<file path="src/rtl/tile_sequencer.sv">
// Tiling sequencer for the DIM x DIM systolic array: walks (nt, kt) tiles,
// drives buffer/array enables and per-lane operand addresses with valids.
// Ports: clk, rst (sync, active-high); start/abort/cfg_m/cfg_k/cfg_n control;
//        busy/done/err status; s_addr/s_valid, t_addr/t_valid lane buses;
//        s_load_en, t_load_en, s_out_en, write_weight_en, t_out_en,
//        o_load_en, o_out_en, acc_first enables; o_row/o_col_base unload tag.
module tile_sequencer #(
    parameter int DIM      = 16,
    parameter int DIM_W    = 12,
    parameter int ADDR_W   = 24,
    parameter int PIPE_LAT = 2 * DIM
) (
    input  logic                  clk,
    input  logic                  rst,
    input  logic                  start,
    input  logic                  abort,
    input  logic [DIM_W-1:0]      cfg_m,
    input  logic [DIM_W-1:0]      cfg_k,
    input  logic [DIM_W-1:0]      cfg_n,
    output logic                  busy,
    output logic                  done,
    output logic                  err,
    output logic [DIM*ADDR_W-1:0] s_addr,
    output logic [DIM-1:0]        s_valid,
    output logic [DIM*ADDR_W-1:0] t_addr,
    output logic [DIM-1:0]        t_valid,
    output logic                  s_load_en,
    output logic                  t_load_en,
    output logic                  s_out_en,
    output logic                  write_weight_en,
    output logic                  t_out_en,
    output logic                  o_load_en,
    output logic                  o_out_en,
    output logic                  acc_first,
    output logic [DIM_W-1:0]      o_row,
    output logic [DIM_W-1:0]      o_col_base
);

    localparam int LG = $clog2(DIM);
    localparam int KW = DIM_W + 2;
    localparam int CW = DIM_W + 2;

    typedef enum logic [2:0] {
        IDLE, LOAD_S, LOAD_T, COMPUTE, UNLOAD, DONE
    } state_e;

    state_e            state_q, state_d;
    logic [CW-1:0]     c_q, c_d;
    logic [DIM_W-1:0]  kt_q, kt_d, nt_q, nt_d;
    logic [DIM_W-1:0]  m_q, m_d, k_q, k_d, n_q, n_d;
    logic              bad_q, bad_d;

    logic [CW-1:0]     m_c, lt_len, cp_len;
    logic [KW-1:0]     kt_end, nt_end;

    // Registered outputs
    logic                  busy_q, busy_d, done_q, done_d, err_q, err_d;
    logic [DIM*ADDR_W-1:0] s_addr_q, s_addr_d, t_addr_q, t_addr_d;
    logic [DIM-1:0]        s_valid_q, s_valid_d, t_valid_q, t_valid_d;
    logic                  s_load_en_q, s_load_en_d, t_load_en_q, t_load_en_d;
    logic                  s_out_en_q, s_out_en_d, wwe_q, wwe_d;
    logic                  t_out_en_q, t_out_en_d, o_load_en_q, o_load_en_d;
    logic                  o_out_en_q, o_out_en_d, acc_first_q, acc_first_d;
    logic [DIM_W-1:0]      o_row_q, o_row_d, o_col_base_q, o_col_base_d;

    logic [KW-1:0]     kb, nb, lk, ln;

    // Sequencing: phase counter plus (kt, nt) tile indices
    always_comb begin
        state_d = state_q;
        c_d     = c_q + CW'(1);
        kt_d    = kt_q;
        nt_d    = nt_q;
        m_d     = m_q;
        k_d     = k_q;
        n_d     = n_q;
        bad_d   = bad_q;
        m_c     = CW'(m_q);
        lt_len  = (m_c > CW'(DIM)) ? m_c : CW'(DIM);
        cp_len  = CW'(PIPE_LAT) + m_c;
        // Tile is the last along an axis once its end reaches the dimension
        kt_end  = (KW'(kt_q) + KW'(1)) << LG;
        nt_end  = (KW'(nt_q) + KW'(1)) << LG;
        unique case (state_q)
            IDLE: begin
                c_d = '0;
                if (start) begin
                    m_d  = cfg_m;
                    k_d  = cfg_k;
                    n_d  = cfg_n;
                    kt_d = '0;
                    nt_d = '0;
                    if (cfg_m == '0 || cfg_k == '0 || cfg_n == '0) begin
                        bad_d   = 1'b1;
                        state_d = DONE;
                    end else begin
                        bad_d   = 1'b0;
                        state_d = LOAD_S;
                    end
                end
            end
            LOAD_S: begin
                if (c_q == CW'(DIM - 1)) begin
                    c_d     = '0;
                    state_d = LOAD_T;
                end
            end
            LOAD_T: begin
                if (c_q == lt_len - CW'(1)) begin
                    c_d     = '0;
                    state_d = COMPUTE;
                end
            end
            COMPUTE: begin
                if (c_q == cp_len - CW'(1)) begin
                    c_d = '0;
                    if (kt_end >= KW'(k_q)) begin
                        state_d = UNLOAD;
                    end else begin
                        kt_d    = kt_q + DIM_W'(1);
                        state_d = LOAD_S;
                    end
                end
            end
            UNLOAD: begin
                if (c_q == m_c - CW'(1)) begin
                    c_d = '0;
                    if (nt_end >= KW'(n_q)) begin
                        state_d = DONE;
                    end else begin
                        kt_d    = '0;
                        nt_d    = nt_q + DIM_W'(1);
                        state_d = LOAD_S;
                    end
                end
            end
            DONE: begin
                c_d     = '0;
                state_d = IDLE;
            end
            default: begin
                c_d     = '0;
                state_d = IDLE;
            end
        endcase
        if (abort) begin
            c_d     = '0;
            state_d = IDLE;
        end
    end

    // Outputs are decoded from the next state so they register alongside it
    always_comb begin
        busy_d       = (state_d != IDLE) && (state_d != DONE);
        done_d       = (state_d == DONE);
        err_d        = (state_d == DONE) && bad_d;
        s_addr_d     = '0;
        s_valid_d    = '0;
        t_addr_d     = '0;
        t_valid_d    = '0;
        s_load_en_d  = 1'b0;
        t_load_en_d  = 1'b0;
        s_out_en_d   = 1'b0;
        wwe_d        = 1'b0;
        t_out_en_d   = 1'b0;
        o_load_en_d  = 1'b0;
        o_out_en_d   = 1'b0;
        acc_first_d  = 1'b0;
        o_row_d      = '0;
        o_col_base_d = '0;
        kb           = KW'(kt_d) << LG;
        nb           = KW'(nt_d) << LG;
        lk           = '0;
        ln           = '0;
        unique case (state_d)
            LOAD_S: begin
                s_load_en_d = 1'b1;
                for (int j = 0; j < DIM; j++) begin
                    lk = kb + KW'(c_d);
                    ln = nb + KW'(j);
                    if (lk < KW'(k_d) && ln < KW'(n_d)) begin
                        s_valid_d[j] = 1'b1;
                        s_addr_d[j*ADDR_W +: ADDR_W] =
                            ADDR_W'(lk) * ADDR_W'(n_d) + ADDR_W'(ln);
                    end
                end
            end
            LOAD_T: begin
                if (c_d < CW'(m_d)) begin
                    t_load_en_d = 1'b1;
                    for (int j = 0; j < DIM; j++) begin
                        lk = kb + KW'(j);
                        if (lk < KW'(k_d)) begin
                            t_valid_d[j] = 1'b1;
                            t_addr_d[j*ADDR_W +: ADDR_W] =
                                ADDR_W'(c_d) * ADDR_W'(k_d) + ADDR_W'(lk);
                        end
                    end
                end
                // Array weight write overlaps the first DIM cycles of T load
                s_out_en_d = (c_d < CW'(DIM));
                wwe_d      = (c_d < CW'(DIM));
            end
            COMPUTE: begin
                t_out_en_d  = (c_d < CW'(m_d));
                o_load_en_d = (c_d >= CW'(PIPE_LAT)) &&
                              (c_d < CW'(PIPE_LAT) + CW'(m_d));
                acc_first_d = (kt_d == '0);
            end
            UNLOAD: begin
                o_out_en_d   = 1'b1;
                o_row_d      = DIM_W'(c_d);
                o_col_base_d = DIM_W'(nb);
            end
            default: begin
            end
        endcase
    end

    always_ff @(posedge clk) begin
        if (rst) begin
            state_q      <= IDLE;
            c_q          <= '0;
            kt_q         <= '0;
            nt_q         <= '0;
            m_q          <= '0;
            k_q          <= '0;
            n_q          <= '0;
            bad_q        <= 1'b0;
            busy_q       <= 1'b0;
            done_q       <= 1'b0;
            err_q        <= 1'b0;
            s_addr_q     <= '0;
            s_valid_q    <= '0;
            t_addr_q     <= '0;
            t_valid_q    <= '0;
            s_load_en_q  <= 1'b0;
            t_load_en_q  <= 1'b0;
            s_out_en_q   <= 1'b0;
            wwe_q        <= 1'b0;
            t_out_en_q   <= 1'b0;
            o_load_en_q  <= 1'b0;
            o_out_en_q   <= 1'b0;
            acc_first_q  <= 1'b0;
            o_row_q      <= '0;
            o_col_base_q <= '0;
        end else begin
            state_q      <= state_d;
            c_q          <= c_d;
            kt_q         <= kt_d;
            nt_q         <= nt_d;
            m_q          <= m_d;
            k_q          <= k_d;
            n_q          <= n_d;
            bad_q        <= bad_d;
            busy_q       <= busy_d;
            done_q       <= done_d;
            err_q        <= err_d;
            s_addr_q     <= s_addr_d;
            s_valid_q    <= s_valid_d;
            t_addr_q     <= t_addr_d;
            t_valid_q    <= t_valid_d;
            s_load_en_q  <= s_load_en_d;
            t_load_en_q  <= t_load_en_d;
            s_out_en_q   <= s_out_en_d;
            wwe_q        <= wwe_d;
            t_out_en_q   <= t_out_en_d;
            o_load_en_q  <= o_load_en_d;
            o_out_en_q   <= o_out_en_d;
            acc_first_q  <= acc_first_d;
            o_row_q      <= o_row_d;
            o_col_base_q <= o_col_base_d;
        end
    end

    assign busy            = busy_q;
    assign done            = done_q;
    assign err             = err_q;
    assign s_addr          = s_addr_q;
    assign s_valid         = s_valid_q;
    assign t_addr          = t_addr_q;
    assign t_valid         = t_valid_q;
    assign s_load_en       = s_load_en_q;
    assign t_load_en       = t_load_en_q;
    assign s_out_en        = s_out_en_q;
    assign write_weight_en = wwe_q;
    assign t_out_en        = t_out_en_q;
    assign o_load_en       = o_load_en_q;
    assign o_out_en        = o_out_en_q;
    assign acc_first       = acc_first_q;
    assign o_row           = o_row_q;
    assign o_col_base      = o_col_base_q;

endmodule

</file>
<file path="config.mk">
export PLATFORM = sky130hd
export DESIGN_NAME = tile_sequencer
export DESIGN_NICKNAME = d
export VERILOG_FILES = /design/src/rtl/tile_sequencer.sv
export SDC_FILE = /design/constraint.sdc
export NUM_CORES = 2
export LEC_CHECK = 0
export ABC_AREA = 1
export CORE_ASPECT_RATIO = 0.7
export CORE_MARGIN = 4
export CORE_UTILIZATION = 31
export DETAILED_ROUTE_END_ITERATION = 8
export SYNTH_ARGS = -nofsm -noshare
export SYNTH_HDL_FRONTEND = slang
export SYNTH_SLANG_ARGS = --single-unit
</file>
<file path="constraint.sdc">
create_clock -name clk -period 30.1 [get_ports clk]
set_input_delay 3.01 -clock clk [delete_from_list [all_inputs] [get_ports clk]]
set_output_delay 3.01 -clock clk [all_outputs]
set_load 0.05 [all_outputs]
</file>
==> flow_results.org <==
** Clock network
- Clock-pin slew was measured on the worst setup and hold paths at 0.07 ns.
- Root Buffer :: sky130_fd_sc_hd__clkbuf_16
- CTS built an H-tree with a depth of 3.
- Once the clock tree was built, the resizer swapped 0 gates to a different size.
- TritonCTS clock tree :: yes
- Number of buffers on the longest clock path :: 3
- The number of clock buffers added by TritonCTS is 95.
- The number of setup buffers added after CTS is 0.
- TritonCTS Sinks :: 906
- Clock latency on the worst-skew pair :: 0.77 ns
- For this design, the CTS-stage hold fixing added 0 buffers.

** Global route
- The first global-routing pass estimated 338,000 um of wire.
- Via count of the first global-routing pass :: 47,524
- Largest net degree at the start of global routing :: 80
- Total overflow reported by the global router :: 0
- Across every metal layer, demand over resource in global routing totals 26.8%.
- The initial antenna violation count came to 10.

** Pwr
- Total power density per cell area :: 40.4 mW/mm^2
- Maximum ir drop on the vdd rail :: 0.0405 mV
- Final Power :: 2.63 mW
- In this run the static leakage power is 27.0 nW.

** Synthesis
- Simple-gate share of the synthesized area :: 21.8%
- The most used flip-flop cell after synthesis is sky130_fd_sc_hd__dfxtp_1.
- Count of flip-flops with a built-in enable after synthesis :: 0
- Flip-flop and latch count after synthesis :: 906
- Sorting the synthesized cells by how often they occur yields sky130_fd_sc_hd__nand2_1 (1,214), sky130_fd_sc_hd__dfxtp_1 (906), sky130_fd_sc_hd__inv_1 (902), sky130_fd_sc_hd__nor2_1 (891), sky130_fd_sc_hd__a21oi_1 (620).
- Of all flip-flops after synthesis, the portion carrying an async set or reset was 0%.
- The share of synthesized area in the top cell type comes to 35.6%.
- Sequential cells were found to cover 35.6% of the synthesized design area.
- After technology mapping, the gate count stands at 6,748.
- Post-Syn Area per Cell :: 7.55 um^2
- Xor and xnor fraction of the mapped netlist area :: 6.29%
- Post-synthesis cell area :: 0.0509 mm^2
- Yosys attributes the largest share of cell area to sky130_fd_sc_hd__dfxtp_1 (36%), sky130_fd_sc_hd__fa_1 (9.6%), sky130_fd_sc_hd__nand2_1 (8.9%).
- Area share of fa/ha/maj cells after synthesis :: 15.5%
- In the post-synthesis netlist, the cell with the most instances is sky130_fd_sc_hd__nand2_1.
- Portion of netlist area occupied by mux cells :: 0%
- Netlist cell types :: 60
- Total number of yosys warnings :: 0
- The largest total area in the synthesized netlist belongs to sky130_fd_sc_hd__dfxtp_1.
- Share of the synthesized area in compound gates (AO/OA/AOI/OAI) :: 11.5%
- After synthesis, the largest family of logic cells by area is simple AND/OR/NAND/NOR gates.

** Route
- After detailed routing, the number of remaining DRC violations is 0.
- After detailed routing, the total wire length is 237,000 um.
- For this run, the detailed router's first-pass iteration total came to 8.
- In the final routed layout, each cell accounts on average for 24.1 um.
- After the first detailed-routing iteration, the DRC count stood at 5,242.
- Avg Vias per Cell :: 5.04
- Routed via count :: 49,511
- DRT antenna net count :: 0

** Timing
- The number of hold violations in the final report is 0.
- Endpoints failing setup :: 0
- Setup repair after global routing left no endpoint under its margin.
- The max-slew violation count is 0.
- Rel. slew slack :: 11.9%
- Total negative setup slack :: 0 ns
- Worst path setup slack after routing :: 16.50 ns
- The worst path needs 13.60 ns of the cycle, external delays included.
- Timing would allow up to 73.5 MHz.
- At the pin with the least slew margin, the transition time is 1.31 ns.
- Final hold slack :: 0.476 ns
- Layout Skew :: 0.0567 ns
- Fin crit share :: 45.2%

** Critical path
- Crit-path max FO :: 23
- Endpoint of the lowest-slack register-to-register path :: s_addr[188]
- Launch point of the critical path :: kt_q[0]
- Total stage count of the critical path :: 56
- The worst setup path is of the flop to flop kind.
- The kind of cell with the highest combined delay along the critical path is simple AND/OR/NAND/NOR gates.
- The worst register-to-register path begins at kt_q[0].
- For the worst setup path, the data required time is 30.74 ns.
- Worst endpoint data arrival time :: 14.24 ns
- Most prevalent standard cell on the critical path :: sky130_fd_sc_hd__nand2_1
- The number of cells on the worst reg-to-reg path is 56.
- Combined buffer and inverter count along the critical path :: 9
- Critical path capture point :: s_addr[188]
- STA classifies the critical path endpoint as a flop.
- Slowest stage cell on the critical path :: sky130_fd_sc_hd__a21oi_1
- The worst register-to-register path has a setup slack of 16.50 ns.
- Worst stage delay on the critical path :: 0.87 ns
- STA classifies the critical path startpoint as a flop.

** Floorplan
- Placeable core region :: 0.163 mm^2
- Die height :: 347 um
- Overall die width :: 492 um
- Initial Utilization :: 31.2%
- For this design the top-level I/O count stands at 875.
- The floorplan step defined a die boundary enclosing 0.171 mm^2.
- Cell Rows :: 124

** Place
- Once placement finished, the instance area stood at 0.0620 mm^2.
- In this run, placement finished with an instance count of 9,638.
- The HPWL after detailed placement is 182,000 um.
- Final estimated routing congestion in global placement :: 0.970
- Before CTS, the worst setup slack after placement is 16.07 ns.
- Total of buffers placed on input and output ports :: 870

** Cells and area
- For this run, the share of the core covered by cells in the final layout is 40.0%.
- Share of cells above drive strength 1 :: 6.47%
- Finished layout cell area :: 0.0653 mm^2
- Layout-stage area growth over the synthesis result :: 28.1%
- The finished layout holds 9,817 standard cells, fillers aside.
- Final #Nets :: 8,056

** Hold path
- The path class of the tightest hold or removal check is flop to flop.

** Status
- Outcome :: finished, final reports clean

** Flow run
- Number of max-capacitance violations reported :: 0
## logic make-up after synthesis
family	count (synthesis)
buf+inv	1225
compound gates	1129
xor+xnor	364
other cells	1
flops	906
simple gates	2637
fa+ha+maj	486
## power by group
part           leakage, nW  internal, mW  total (mW)  switching, mW
clock                 1.53         0.673        1.22          0.552
combinational         18.1        0.0498       0.196          0.146
sequential            7.31          1.21        1.21        0.00571
## cell type report
class | count | area, um^2
antenna | 5 | 12.5
inverter | 938 | 3520
tap | 2205 | 2760
multi-input combinational | 4620 | 28200
sequential | 906 | 18100
clock buffer | 124 | 2610
clock inverter | 50 | 604
fill | 16800 | 97900
timing repair buffer | 969 | 9450
## routing by layer
layer | vias up | track usage, % | wire length (um)
met4 | 4 | 11.4 | 11200
met2 | 2591 | 39.5 | 99900
met1 | 23874 | 36.5 | 102000
met3 | 430 | 7.52 | 23800
met5 | - | 0 | 31
li1 | 22612 | - | -
## worst min-delay path by stage
stage	startpoint	to	slack [ns]	cells past startpoint
finish	bad_q	bad_q	0.48	2
global route	bad_q	bad_q	0.50	2
CTS	bad_q	bad_q	0.47	2
detailed placement	bad_q	bad_q	0.46	2
global placement	bad_q	bad_q	0.46	2
floorplan	bad_q	bad_q	0.44	2
## state kept, by name, summed over array words and instances, names as in the netlist, 10 cells and up
register and count:
t_valid 16, c_q 14, m_q 12, o_row 12, s_valid 16, s_addr 384
t_addr 384, nt_q 10, k_q 12, n_q 12, kt_q 12
## layout by cell type, fill, tap and decap left out, types with 11 or more instances in the layout
cell,n
sky130_fd_sc_hd__nor3b_1,19
sky130_fd_sc_hd__clkbuf_16,95
sky130_fd_sc_hd__nand2_2,21
sky130_fd_sc_hd__clkbuf_8,12
sky130_fd_sc_hd__nand2_1,1209
sky130_fd_sc_hd__clkbuf_1,17
sky130_fd_sc_hd__nand4_1,47
sky130_fd_sc_hd__nor2_1,889
sky130_fd_sc_hd__nand3_1,154
sky130_fd_sc_hd__ha_1,243
sky130_fd_sc_hd__nor2_2,11
sky130_fd_sc_hd__clkinvlp_4,14
sky130_fd_sc_hd__a21oi_1,620
sky130_fd_sc_hd__inv_1,901
sky130_fd_sc_hd__clkdlybuf4s50_1,869
sky130_fd_sc_hd__xor2_1,325
sky130_fd_sc_hd__dfxtp_1,906
sky130_fd_sc_hd__buf_4,99
sky130_fd_sc_hd__nor2_4,11
sky130_fd_sc_hd__fa_1,243
sky130_fd_sc_hd__o211ai_1,17
sky130_fd_sc_hd__nor4_1,16
sky130_fd_sc_hd__or2_2,139
sky130_fd_sc_hd__inv_2,17
sky130_fd_sc_hd__clkinv_2,17
sky130_fd_sc_hd__nor3_1,92
sky130_fd_sc_hd__xnor2_1,30
sky130_fd_sc_hd__clkinv_1,19
sky130_fd_sc_hd__o21ai_1,33
sky130_fd_sc_hd__o21ai_0,399
## worst reg2reg max path: cells and delay by family, from the launching register on
family                     cells  cell delay, ns
and+or+nand+nor               26            4.45
adders and majority gates      9            3.93
AOI/OAI and AO/OA             10            2.19
buffers and inverters          9            1.80
xor gates and xnor gates       2            0.66
DFF                            1            0.47
No activity file was read; power rests on OpenSTA's default activity.
